### src/rtl/pic_pkg.sv
// Shared encodings for the PIC bus front end: init FSM states, strobe bit
// positions, read-back selectors and control-bit positions in the write byte.
package pic_pkg;

    typedef enum logic [2:0] {
        StIdle,
        StWaitIcw2,
        StWaitIcw3,
        StWaitIcw4,
        StReady
    } pic_state_e;

    localparam int unsigned ICW1_IDX = 0;
    localparam int unsigned ICW2_IDX = 1;
    localparam int unsigned ICW3_IDX = 2;
    localparam int unsigned ICW4_IDX = 3;

    localparam int unsigned OCW1_IDX = 0;
    localparam int unsigned OCW2_IDX = 1;
    localparam int unsigned OCW3_IDX = 2;

    localparam logic [1:0] RD_IRR = 2'b10;
    localparam logic [1:0] RD_ISR = 2'b11;

    localparam int unsigned D_ICW1_FLAG = 4;
    localparam int unsigned D_OCW3_SEL  = 3;
    localparam int unsigned D_SNGL      = 1;
    localparam int unsigned D_IC4       = 0;

    // {CS_n, WR_n, RD_n, A0, D[7:0]}
    localparam int unsigned BUS_W = 12;

endpackage

### src/rtl/pic_sync.sv
// Multi-stage flop pipeline with async reset; all bits are delayed together so a
// bus bundle stays aligned.
module pic_sync #(
    parameter int unsigned WIDTH  = 12,
    parameter int unsigned STAGES = 2
) (
    input  logic             i_clk,
    input  logic             i_rst,
    input  logic [WIDTH-1:0] i_d,
    output logic [WIDTH-1:0] o_q
);

    logic [WIDTH-1:0] r_pipe [STAGES];

    always_ff @(posedge i_clk or posedge i_rst) begin
        if (i_rst) begin
            for (int i = 0; i < STAGES; i++) r_pipe[i] <= '0;
        end else begin
            r_pipe[0] <= i_d;
            for (int i = 1; i < STAGES; i++) r_pipe[i] <= r_pipe[i-1];
        end
    end

    assign o_q = r_pipe[STAGES-1];

endmodule

### src/rtl/pic_bus_interface.sv
// PIC CPU-bus front end: synchronises the bus, runs the ICW1..ICW4 init sequence,
// emits one-cycle ICW/OCW strobes with the written byte, and serves status reads.
module pic_bus_interface
    import pic_pkg::*;
#(
    parameter int unsigned SYNC_STAGES = 2
) (
    input  logic       CLK,
    input  logic       RST,
    input  logic       CS_n,
    input  logic       WR_n,
    input  logic       RD_n,
    input  logic       A0,
    input  logic [7:0] D_IN,
    input  logic [7:0] IMR_IN,
    input  logic [7:0] IRR_IN,
    input  logic [7:0] ISR_IN,
    input  logic [1:0] Read_command,
    output logic [3:0] ICWs_Flags,
    output logic [2:0] OCWs_Flags,
    output logic [7:0] DATA_OUT,
    output logic       init_done,
    output logic [7:0] DB_OUT,
    output logic       DB_OE
);

    logic [BUS_W-1:0] w_sync;
    logic             w_cs_n, w_wr_n, w_rd_n, w_a0;
    logic [7:0]       w_d;

    pic_sync #(
        .WIDTH  (BUS_W),
        .STAGES (SYNC_STAGES)
    ) u_sync (
        .i_clk (CLK),
        .i_rst (RST),
        .i_d   ({CS_n, WR_n, RD_n, A0, D_IN}),
        .o_q   (w_sync)
    );

    assign {w_cs_n, w_wr_n, w_rd_n, w_a0, w_d} = w_sync;

    logic       r_prev_cs_n, r_prev_wr_n, r_prev_a0, r_armed;
    logic [7:0] r_prev_d;
    logic       w_commit;

    // r_armed requires one high WR_n sample after reset, so a write whose low
    // phase straddled reset never commits.
    always_ff @(posedge CLK or posedge RST) begin
        if (RST) begin
            r_prev_cs_n <= 1'b0;
            r_prev_wr_n <= 1'b0;
            r_prev_a0   <= 1'b0;
            r_prev_d    <= '0;
            r_armed     <= 1'b0;
        end else begin
            r_prev_cs_n <= w_cs_n;
            r_prev_wr_n <= w_wr_n;
            r_prev_a0   <= w_a0;
            r_prev_d    <= w_d;
            r_armed     <= r_armed | r_prev_wr_n;
        end
    end

    assign w_commit = r_armed & ~r_prev_wr_n & w_wr_n & ~r_prev_cs_n;

    pic_state_e r_state;
    logic       r_sngl, r_ic4;
    logic [3:0] r_icw;
    logic [2:0] r_ocw;
    logic [7:0] r_data;

    always_ff @(posedge CLK or posedge RST) begin
        if (RST) begin
            r_state <= StIdle;
            r_sngl  <= 1'b0;
            r_ic4   <= 1'b0;
            r_icw   <= '0;
            r_ocw   <= '0;
            r_data  <= '0;
        end else begin
            r_icw <= '0;
            r_ocw <= '0;
            if (w_commit) begin
                if (!r_prev_a0 && r_prev_d[D_ICW1_FLAG]) begin
                    r_icw[ICW1_IDX] <= 1'b1;
                    r_sngl          <= r_prev_d[D_SNGL];
                    r_ic4           <= r_prev_d[D_IC4];
                    r_data          <= r_prev_d;
                    r_state         <= StWaitIcw2;
                end else if (r_prev_a0) begin
                    case (r_state)
                        StWaitIcw2: begin
                            r_icw[ICW2_IDX] <= 1'b1;
                            r_data          <= r_prev_d;
                            r_state         <= !r_sngl ? StWaitIcw3 :
                                               r_ic4   ? StWaitIcw4 : StReady;
                        end
                        StWaitIcw3: begin
                            r_icw[ICW3_IDX] <= 1'b1;
                            r_data          <= r_prev_d;
                            r_state         <= r_ic4 ? StWaitIcw4 : StReady;
                        end
                        StWaitIcw4: begin
                            r_icw[ICW4_IDX] <= 1'b1;
                            r_data          <= r_prev_d;
                            r_state         <= StReady;
                        end
                        StReady: begin
                            r_ocw[OCW1_IDX] <= 1'b1;
                            r_data          <= r_prev_d;
                        end
                        default: ;
                    endcase
                end else if (r_state == StReady) begin
                    // D[4] is known 0 here, so D[3] alone picks OCW2 vs OCW3
                    if (r_prev_d[D_OCW3_SEL]) r_ocw[OCW3_IDX] <= 1'b1;
                    else                      r_ocw[OCW2_IDX] <= 1'b1;
                    r_data <= r_prev_d;
                end
            end
        end
    end

    logic       w_rd_active;
    logic [7:0] w_rd_data;
    logic       r_db_oe;
    logic [7:0] r_db_out;

    assign w_rd_active = ~w_rd_n & ~w_cs_n & w_wr_n & (r_state == StReady);

    always_comb begin
        w_rd_data = IRR_IN;
        if (w_a0) begin
            w_rd_data = IMR_IN;
        end else begin
            case (Read_command)
                RD_ISR:  w_rd_data = ISR_IN;
                RD_IRR:  w_rd_data = IRR_IN;
                default: ;
            endcase
        end
    end

    always_ff @(posedge CLK or posedge RST) begin
        if (RST) begin
            r_db_oe  <= 1'b0;
            r_db_out <= '0;
        end else begin
            r_db_oe <= w_rd_active;
            if (w_rd_active) r_db_out <= w_rd_data;
        end
    end

    assign ICWs_Flags = r_icw;
    assign OCWs_Flags = r_ocw;
    assign DATA_OUT   = r_data;
    assign init_done  = (r_state == StReady);
    assign DB_OUT     = r_db_out;
    assign DB_OE      = r_db_oe;

endmodule
### config.mk
export PLATFORM = sky130hd
export DESIGN_NAME = pic_bus_interface
export DESIGN_NICKNAME = d
export VERILOG_FILES = /design/src/rtl/pic_pkg.sv /design/src/rtl/pic_sync.sv /design/src/rtl/pic_bus_interface.sv
export SDC_FILE = /design/constraint.sdc
export NUM_CORES = 1
export LEC_CHECK = 0
export ABC_AREA = 1
export CORE_MARGIN = 4
export CORE_UTILIZATION = 47
export DETAILED_ROUTE_END_ITERATION = 6
export GPL_TIMING_DRIVEN = 0
export PLACE_DENSITY = 0.89
export SYNTH_ARGS = -nofsm -noshare
export SYNTH_HDL_FRONTEND = slang
export SYNTH_HIERARCHICAL = 1
export SYNTH_SLANG_ARGS = --single-unit
### constraint.sdc
create_clock -name CLK -period 1.4 [get_ports CLK]
set_input_delay 0.28 -clock CLK [delete_from_list [all_inputs] [get_ports CLK]]
set_output_delay 0.28 -clock CLK [all_outputs]
set_load 0.01 [all_outputs]
==> impl_metrics.toml, run 1 <==
[floorplanning]
die_x_um = 79.2
floorplan.initialDensity_pct = 49.5
rows = 25
io_pins = 65
fp.dieArea_um2 = 6280
core_um2 = 4820
fp.dieH_um = 79.2

[critical_path]
critPathMaxStageDelay_ns = 0.40
cp-end-kind = "output pin"
worstPathRequired_ns = 1.12
reg2reg_to = "DB_OUT[4]$_DFFE_PP0P_"
reg2reg_setup_slack_ns = 0.15
cp-endpoint = "init_done"
crit_start = "r_state[1]$_DFFE_PP0P_"
arrival_ns = 1.12
cp_cell_sequence = "nor2_2 > nand2_2 > inv_2 > buf_6"
cp-start-kind = "flop"
crit_slowest_cell = "dfrtp_1"
critPathMaxFanout = 2
path_class = "flop to output pin"
reg2reg_depth = 7
r2r_start = "u_sync/o_q[9]$_DFF_PP0_"

[detailed_routing]
drc = 0
routed_wl_mm = 4.48
vias_per_cell = 4.56
dr.pass1.iters = 4
via_count = 1688
dr.first_iter.drc_count = 88
ant_nets = 0
drt-wirelength-per-cell_um = 12.1

[power_and_ir_drop]
p_per_area_nw_per_um2 = 1600
p_sw_share_pct = 30.3
p_seq_share_pct = 45.4
p_int_w = 0.00369
p_leak_nw = 1.67
power_frac_comb_pct = 24.1
p_switching_w = 0.00161
p_clk_share_pct = 30.5
irDropWorstVdd_uv = 1140

[grt]
grt_pass1_wl_mm = 7.61
overflow = 0
grt_max_degree = 42
grtUsageTotal_pct = 16.3
antenna_found_initial = 0
first_global_vias = 1673

[synthesis]
ys_seq_area_share_pct = 68.2
ys_ff_latch = 65
synth.distinct_cells = 19
synth_area_um2 = 2380
async_flop_share_pct = 100
syn_area_per_cell_um2 = 10.8
synth_edf_count = 0
synth_ff_type = "dfrtp_1"
syn_nets = 261
synthCells = 221
yosysWarnings = 6

[timing]
fin_skew_ns = 0.00562
maxSlewViolCount = 0
fmaxAchievable_ghz = 0.717
post-route-period-util_pct = 99.6
finalHoldViolCount = 0
finalSetupViolCount = 0
maxSlewHeadroom_pct = 45.0
rsz0062_at_grt = "yes"
finalCriticalPeriod_ns = 1.40
worst_slew_pin_slew_ns = 0.824

[clock_network]
clock_latency_ns = 0.34
cts_hold_buffers = 0
path_clk_slew_ns = 0.07
cts_buffer_depth = 2
clkSinkCount = 65
clockRootBuffer = "clkbuf_8"
numCtsBuffers = 9
tritoncts = "done"
ctsHtreeMaxLevel = 3

[cells_and_area]
fin_util_pct = 68.6
seqCellArea_um2 = 1630
multi_input_comb_area_um2 = 576
syn2layout_area_growth_pct = 38.6
drive_gt1_share_pct = 17.5
antennaDiodeCount = 0
fin_cells = 370
num-nets-final = 338
fill_cells = 359

[placed_design]
place_congestion = 0.766
place_inst = 350
dp_hpwl_mm = 3.33
io_buffer_count = 62

[status]
status = "finished, final reports clean"

[job]
max-cap-violations = 0

[worst_hold_path]
worstHoldPathCells = 0
hold_path.class = "flop to flop"
area by class of cell:
type                            instances  area share [%]
Buffer                                 16            3.71
Clock buffer                            9            3.75
Clock inverter                          7            2.54
Inverter                               15            1.82
Multi-Input combinational cell        124            17.4
Sequential cell                        65            49.2
Tap cell                               67            2.54
Timing Repair Buffer                   67            19.0
cell usage after synthesis, types with 2 or more instances:
cell type,count,area share [%]
nand2_1,68,11
dfrtp_1,65,68
nand3_1,27,5.7
buf_4,12,3.8
inv_1,12,1.9
nor2_1,10,1.6
o211ai_1,8,2.5
nand2_2,4,1.0
inv_2,3,0.47
buf_2,2,0.42
buf_6,2,0.94
worst max-delay path: cells and delay by family (launching register included):
family                 cells  cell delay, ns
buffers and inverters      2            0.18
flip-flops                 1            0.40
AND/OR/NAND/NOR            2            0.21
kinds of logic (layout without fill, tap and decap cells):
group,count (synthesis),after routing,share of synthesized area (%)
and+or+nand+nor,116,116,21.6
DFF,65,65,68.2
buffers and inverters,32,114,7.66
AOI/OAI and AO/OA,8,8,2.52
how the worst min path moves through the flow:
| stage | start | to | slack, ns |
|---|---|---|---|
| floorplan | RST | u_sync/o_q[0]$_DFF_PP0_ | 0.29 |
| global placement | u_sync/r_pipe[17]$_DFF_PP0_ | u_sync/o_q[5]$_DFF_PP0_ | 0.33 |
| detailed placement | u_sync/r_pipe[22]$_DFF_PP0_ | u_sync/o_q[10]$_DFF_PP0_ | 0.33 |
| CTS | D_IN[0] | u_sync/r_pipe[12]$_DFF_PP0_ | 0.35 |
| global route | D_IN[5] | u_sync/r_pipe[17]$_DFF_PP0_ | 0.34 |
| finish | u_sync/r_pipe[22]$_DFF_PP0_ | u_sync/o_q[10]$_DFF_PP0_ | 0.35 |
layer usage:
metal / vias up / wire, um / GRT usage (%)
met3: 7 / 226 / 4.54
li1: 838 / - / -
met1: 805 / 1730 / 18.1
met5: - / 0 / 0
met2: 38 / 2440 / 28.4
met4: 0 / 79 / 8.42
cell usage in the layout (no fill, tap or decap):
| master | n |
|---|---|
| inv_2 | 4 |
| nor3b_2 | 1 |
| nor2_4 | 1 |
| or2_2 | 1 |
| clkbuf_8 | 9 |
| inv_8 | 1 |
| nand2_4 | 1 |
| bufinv_16 | 1 |
| nor2_1 | 10 |
| buf_2 | 2 |
| nand3_2 | 1 |
| inv_1 | 10 |
| clkinv_4 | 1 |
| nor2_2 | 1 |
| buf_4 | 17 |
| o211ai_1 | 8 |
| nand2_1 | 68 |
| inv_6 | 3 |
| dfrtp_1 | 65 |
| dlygate4sd2_1 | 24 |
| nor3_1 | 1 |
| nand2_2 | 4 |
| clkdlybuf4s50_1 | 37 |
| buf_6 | 3 |
| clkinvlp_4 | 2 |
| nand3_1 | 27 |
through the flow:
step           power (W)  hold WS, ns  setup slack (ns)  area (um2)  TNS (ns)
2_1_floorplan    0.00308        0.295             0.157        2380         0
3_3_place_gp     0.00378        0.332            -0.643        3090    -26.55
3_5_place_dp     0.00384        0.335            -0.176        3090    -0.380
4_1_cts          0.00534        0.351           -0.0455        3280   -0.0455
5_1_grt          0.00564        0.336           -0.0876        3310   -0.0876
6_report         0.00530        0.350           0.00493        3310         0
what timing repair did:
action,in CTS,in global routing
setup buffers,2,3
gates resized for setup,29,1
setup endpoints to repair,27,8
pin swaps,1,0
state kept, by name, summed over array words and instances (netlist names), 3 cells and up:
| register | cells |
|---|---|
| DATA_OUT | 8 |
| DB_OUT | 8 |
| ICWs_Flags | 4 |
| OCWs_Flags | 3 |
| r_prev_d | 8 |
| r_state | 3 |
| u_sync/o_q | 12 |
| u_sync/r_pipe | 12 |
power groups by stage:
stage	combinational, W	clock, W	sequential [W]
after floorplan	0.000535	0	0.00254
after global placement	0.00133	0	0.00245
after detailed placement	0.00137	0	0.00247
after CTS	0.00127	0.00167	0.00240
after global routing	0.00143	0.00176	0.00245
final	0.00127	0.00162	0.00240
Note: power is estimated with default switching activity, not from simulation.
==> run 2: changes to the inputs <==
--- a/config.mk
+++ b/config.mk
@@ -7,10 +7,11 @@
 export LEC_CHECK = 0
 export ABC_AREA = 1
 export CORE_MARGIN = 4
-export CORE_UTILIZATION = 47
+export CORE_UTILIZATION = 51
 export DETAILED_ROUTE_END_ITERATION = 6
 export GPL_TIMING_DRIVEN = 0
-export PLACE_DENSITY = 0.89
+export PLACE_DENSITY = 0.95
+export SLEW_MARGIN = 20
 export SYNTH_ARGS = -nofsm -noshare
 export SYNTH_HDL_FRONTEND = slang
 export SYNTH_HIERARCHICAL = 1
==> constraint.sdc (replaced) <==
create_clock -name CLK -period 1.73 [get_ports CLK]
set_input_delay 0.346 -clock CLK [delete_from_list [all_inputs] [get_ports CLK]]
set_output_delay 0.346 -clock CLK [all_outputs]
set_load 0.01 [all_outputs]
==> run 2 against run 1 <==
Clock power shrank 23%. Power down 18%. Sequential share of layout area is 0.056 points higher. Sequential cell count did not move. Hold slack worse by 0.11 ns. Clock-buffer cell count is 2 higher. Routed wire length rose by 4.6%. Cell area decreased by 0.11%. Combinational power decreased by 9%. Clock skew is 0.00061 ns higher. Critical path depth stayed put. Largest cell class unchanged. Largest power group unchanged.
==> impl_metrics.toml, run 2 (synthesized netlist as in run 1, its figures left out) <==
[detailed_routing]
drc = 0
via_count = 1707
ant_nets = 0
dr.pass1.iters = 4
dr.first_iter.drc_count = 140
vias_per_cell = 4.82
routed_wl_mm = 4.69
drt-wirelength-per-cell_um = 13.2

[critical_path]
cp-end-kind = "output pin"
crit_slowest_cell = "dfrtp_1"
crit_family = "flip-flops"
critPathMaxStageDelay_ns = 0.40
cp.depth = 4
crit_start = "r_state[0]$_DFFE_PP0P_"
critPathMaxFanout = 2
arrival_ns = 1.29
path_class = "flop to output pin"
reg2reg_depth = 6
reg2reg_setup_slack_ns = 0.27
cp-endpoint = "init_done"
cp_cell_sequence = "nor2_2 > nand2_2 > inv_2 > clkdlybuf4s15_1"
cp-start-kind = "flop"
critPathBufInv = 2
r2r_start = "u_sync/o_q[8]$_DFF_PP0_"
reg2reg_to = "DB_OUT[0]$_DFFE_PP0P_"
worstPathRequired_ns = 1.38

[timing]
whs_ns = 0.242
maxSlewViolCount = 0
finalHoldViolCount = 0
rsz0062_at_grt = "no"
maxSlewHeadroom_pct = 45.3
finalCriticalPeriod_ns = 1.64
post-route-period-util_pct = 94.6
fmaxAchievable_ghz = 0.611
finalSetupViolCount = 0
fin_skew_ns = 0.00623
worst_slew_pin_slew_ns = 0.819

[status]
status = "finished, final reports clean"

[floorplanning]
die_x_um = 76.4
fp.dieArea_um2 = 5830
rows = 24
fp.dieH_um = 76.4
floorplan.initialDensity_pct = 53.7
io_pins = 65
core_um2 = 4440

[cells_and_area]
fill_cells = 308
num-nets-final = 337
final_cell_mix = "nand2_1, dfrtp_1, clkdlybuf4s50_1"
layout_commonest_cell = "nand2_1"
fin_util_pct = 74.3
syn2layout_area_growth_pct = 38.5
antennaDiodeCount = 0
drive_gt1_share_pct = 15.9

[grt]
grt_use_met2_pct = 28.3
first_global_vias = 1682
grtUsageTotal_pct = 17.6
grt_pass1_wl_mm = 7.73
overflow = 0
grt_util_met3_pct = 5.20
grt_max_degree = 38
antenna_found_initial = 0
busiest_layer = "met2"
gr-usage-met1_pct = 19.7

[clock_network]
clockRootBuffer = "clkbuf_8"
clock_latency_ns = 0.34
numCtsBuffers = 9
ctsHtreeMaxLevel = 3
path_clk_slew_ns = 0.07
clkSinkCount = 65
tritoncts = "done"
cts_buffer_depth = 2
cts_hold_buffers = 0

[power_and_ir_drop]
p_leak_nw = 1.61
p_seq_share_pct = 44.9
p_switching_w = 0.00124
p_clk_share_pct = 28.4
irDropWorstVdd_uv = 755
p_sw_share_pct = 28.5
p_int_w = 0.00311
report.power.total_w = 0.00436
power_frac_comb_pct = 26.7
p_per_area_nw_per_um2 = 1320

[placed_design]
io_buffer_count = 62
place_congestion = 0.827
dp_hpwl_mm = 3.44

[worst_hold_path]
hold_path.class = "input pin to asynchronous set/reset pin"

[job]
max-cap-violations = 0
-- run 2: final cells by class --
type	instances	area, um2	share of cell area [%]
buffer	17	126	3.83
tap	52	65.1	1.97
sequential	65	1630	49.3
clock inverter	5	55.1	1.67
inverter	15	56.3	1.71
multi-input combinational	124	576	17.4
timing repair buffer	65	656	19.9
clock buffer	11	141	4.28
-- run 2: worst register-to-register path, delay by kind of cell, from the launching register on --
kind | cells | cell delay, ns
buf+inv | 3 | 0.67
flops | 1 | 0.36
simple gates | 2 | 0.20
compound gates | 1 | 0.11
-- run 2: worst min-delay path by stage --
stage,startpoint,to,slack (ns),cells after the start
floorplan,u_sync/r_pipe[12]$_DFF_PP0_,u_sync/o_q[0]$_DFF_PP0_,0.33,0
global placement,u_sync/r_pipe[14]$_DFF_PP0_,u_sync/o_q[2]$_DFF_PP0_,0.33,0
detailed placement,u_sync/r_pipe[20]$_DFF_PP0_,u_sync/o_q[8]$_DFF_PP0_,0.34,0
CTS,RST,DB_OUT[3]$_DFFE_PP0P_,0.24,2
global route,RST,DB_OUT[3]$_DFFE_PP0P_,0.25,2
finish,RST,DB_OUT[4]$_DFFE_PP0P_,0.24,2
-- run 2: repair_timing --
action	CTS	global route
gates resized for setup	1	1
endpoints found under the hold margin	0	0
setup endpoints to repair	1	1
buffers inserted	2	0
-- run 2: per-stage QoR --
step | area, um2 | std cells | setup slack [ns] | setup TNS (ns)
floorplan | 2380 | 221 | 0.438 | 0
global placement | 3070 | 335 | -0.327 | -13.34
detailed placement | 3090 | 336 | 0.117 | 0
CTS | 3300 | 354 | 0.0674 | 0
global route | 3300 | 354 | 0.0156 | 0
finish | 3300 | 354 | 0.0941 | 0
-- run 2: power groups by stage --
stage / clock [W] / sequential, W / combinational, W
finish: 0.00124 / 0.00196 / 0.00116
global route: 0.00135 / 0.00198 / 0.00127
CTS: 0.00127 / 0.00195 / 0.00117
detailed placement: 0 / 0.00200 / 0.00111
global placement: 0 / 0.00198 / 0.00107
floorplan: 0 / 0.00206 / 0.000433
-- run 2: metal layers --
| layer | up-vias | wire [um] |
|---|---|---|
| met1 | 802 | 1860 |
| met2 | 45 | 2430 |
| met3 | 17 | 230 |
| li1 | 843 | - |
| met5 | - | 0 |
| met4 | 0 | 168 |
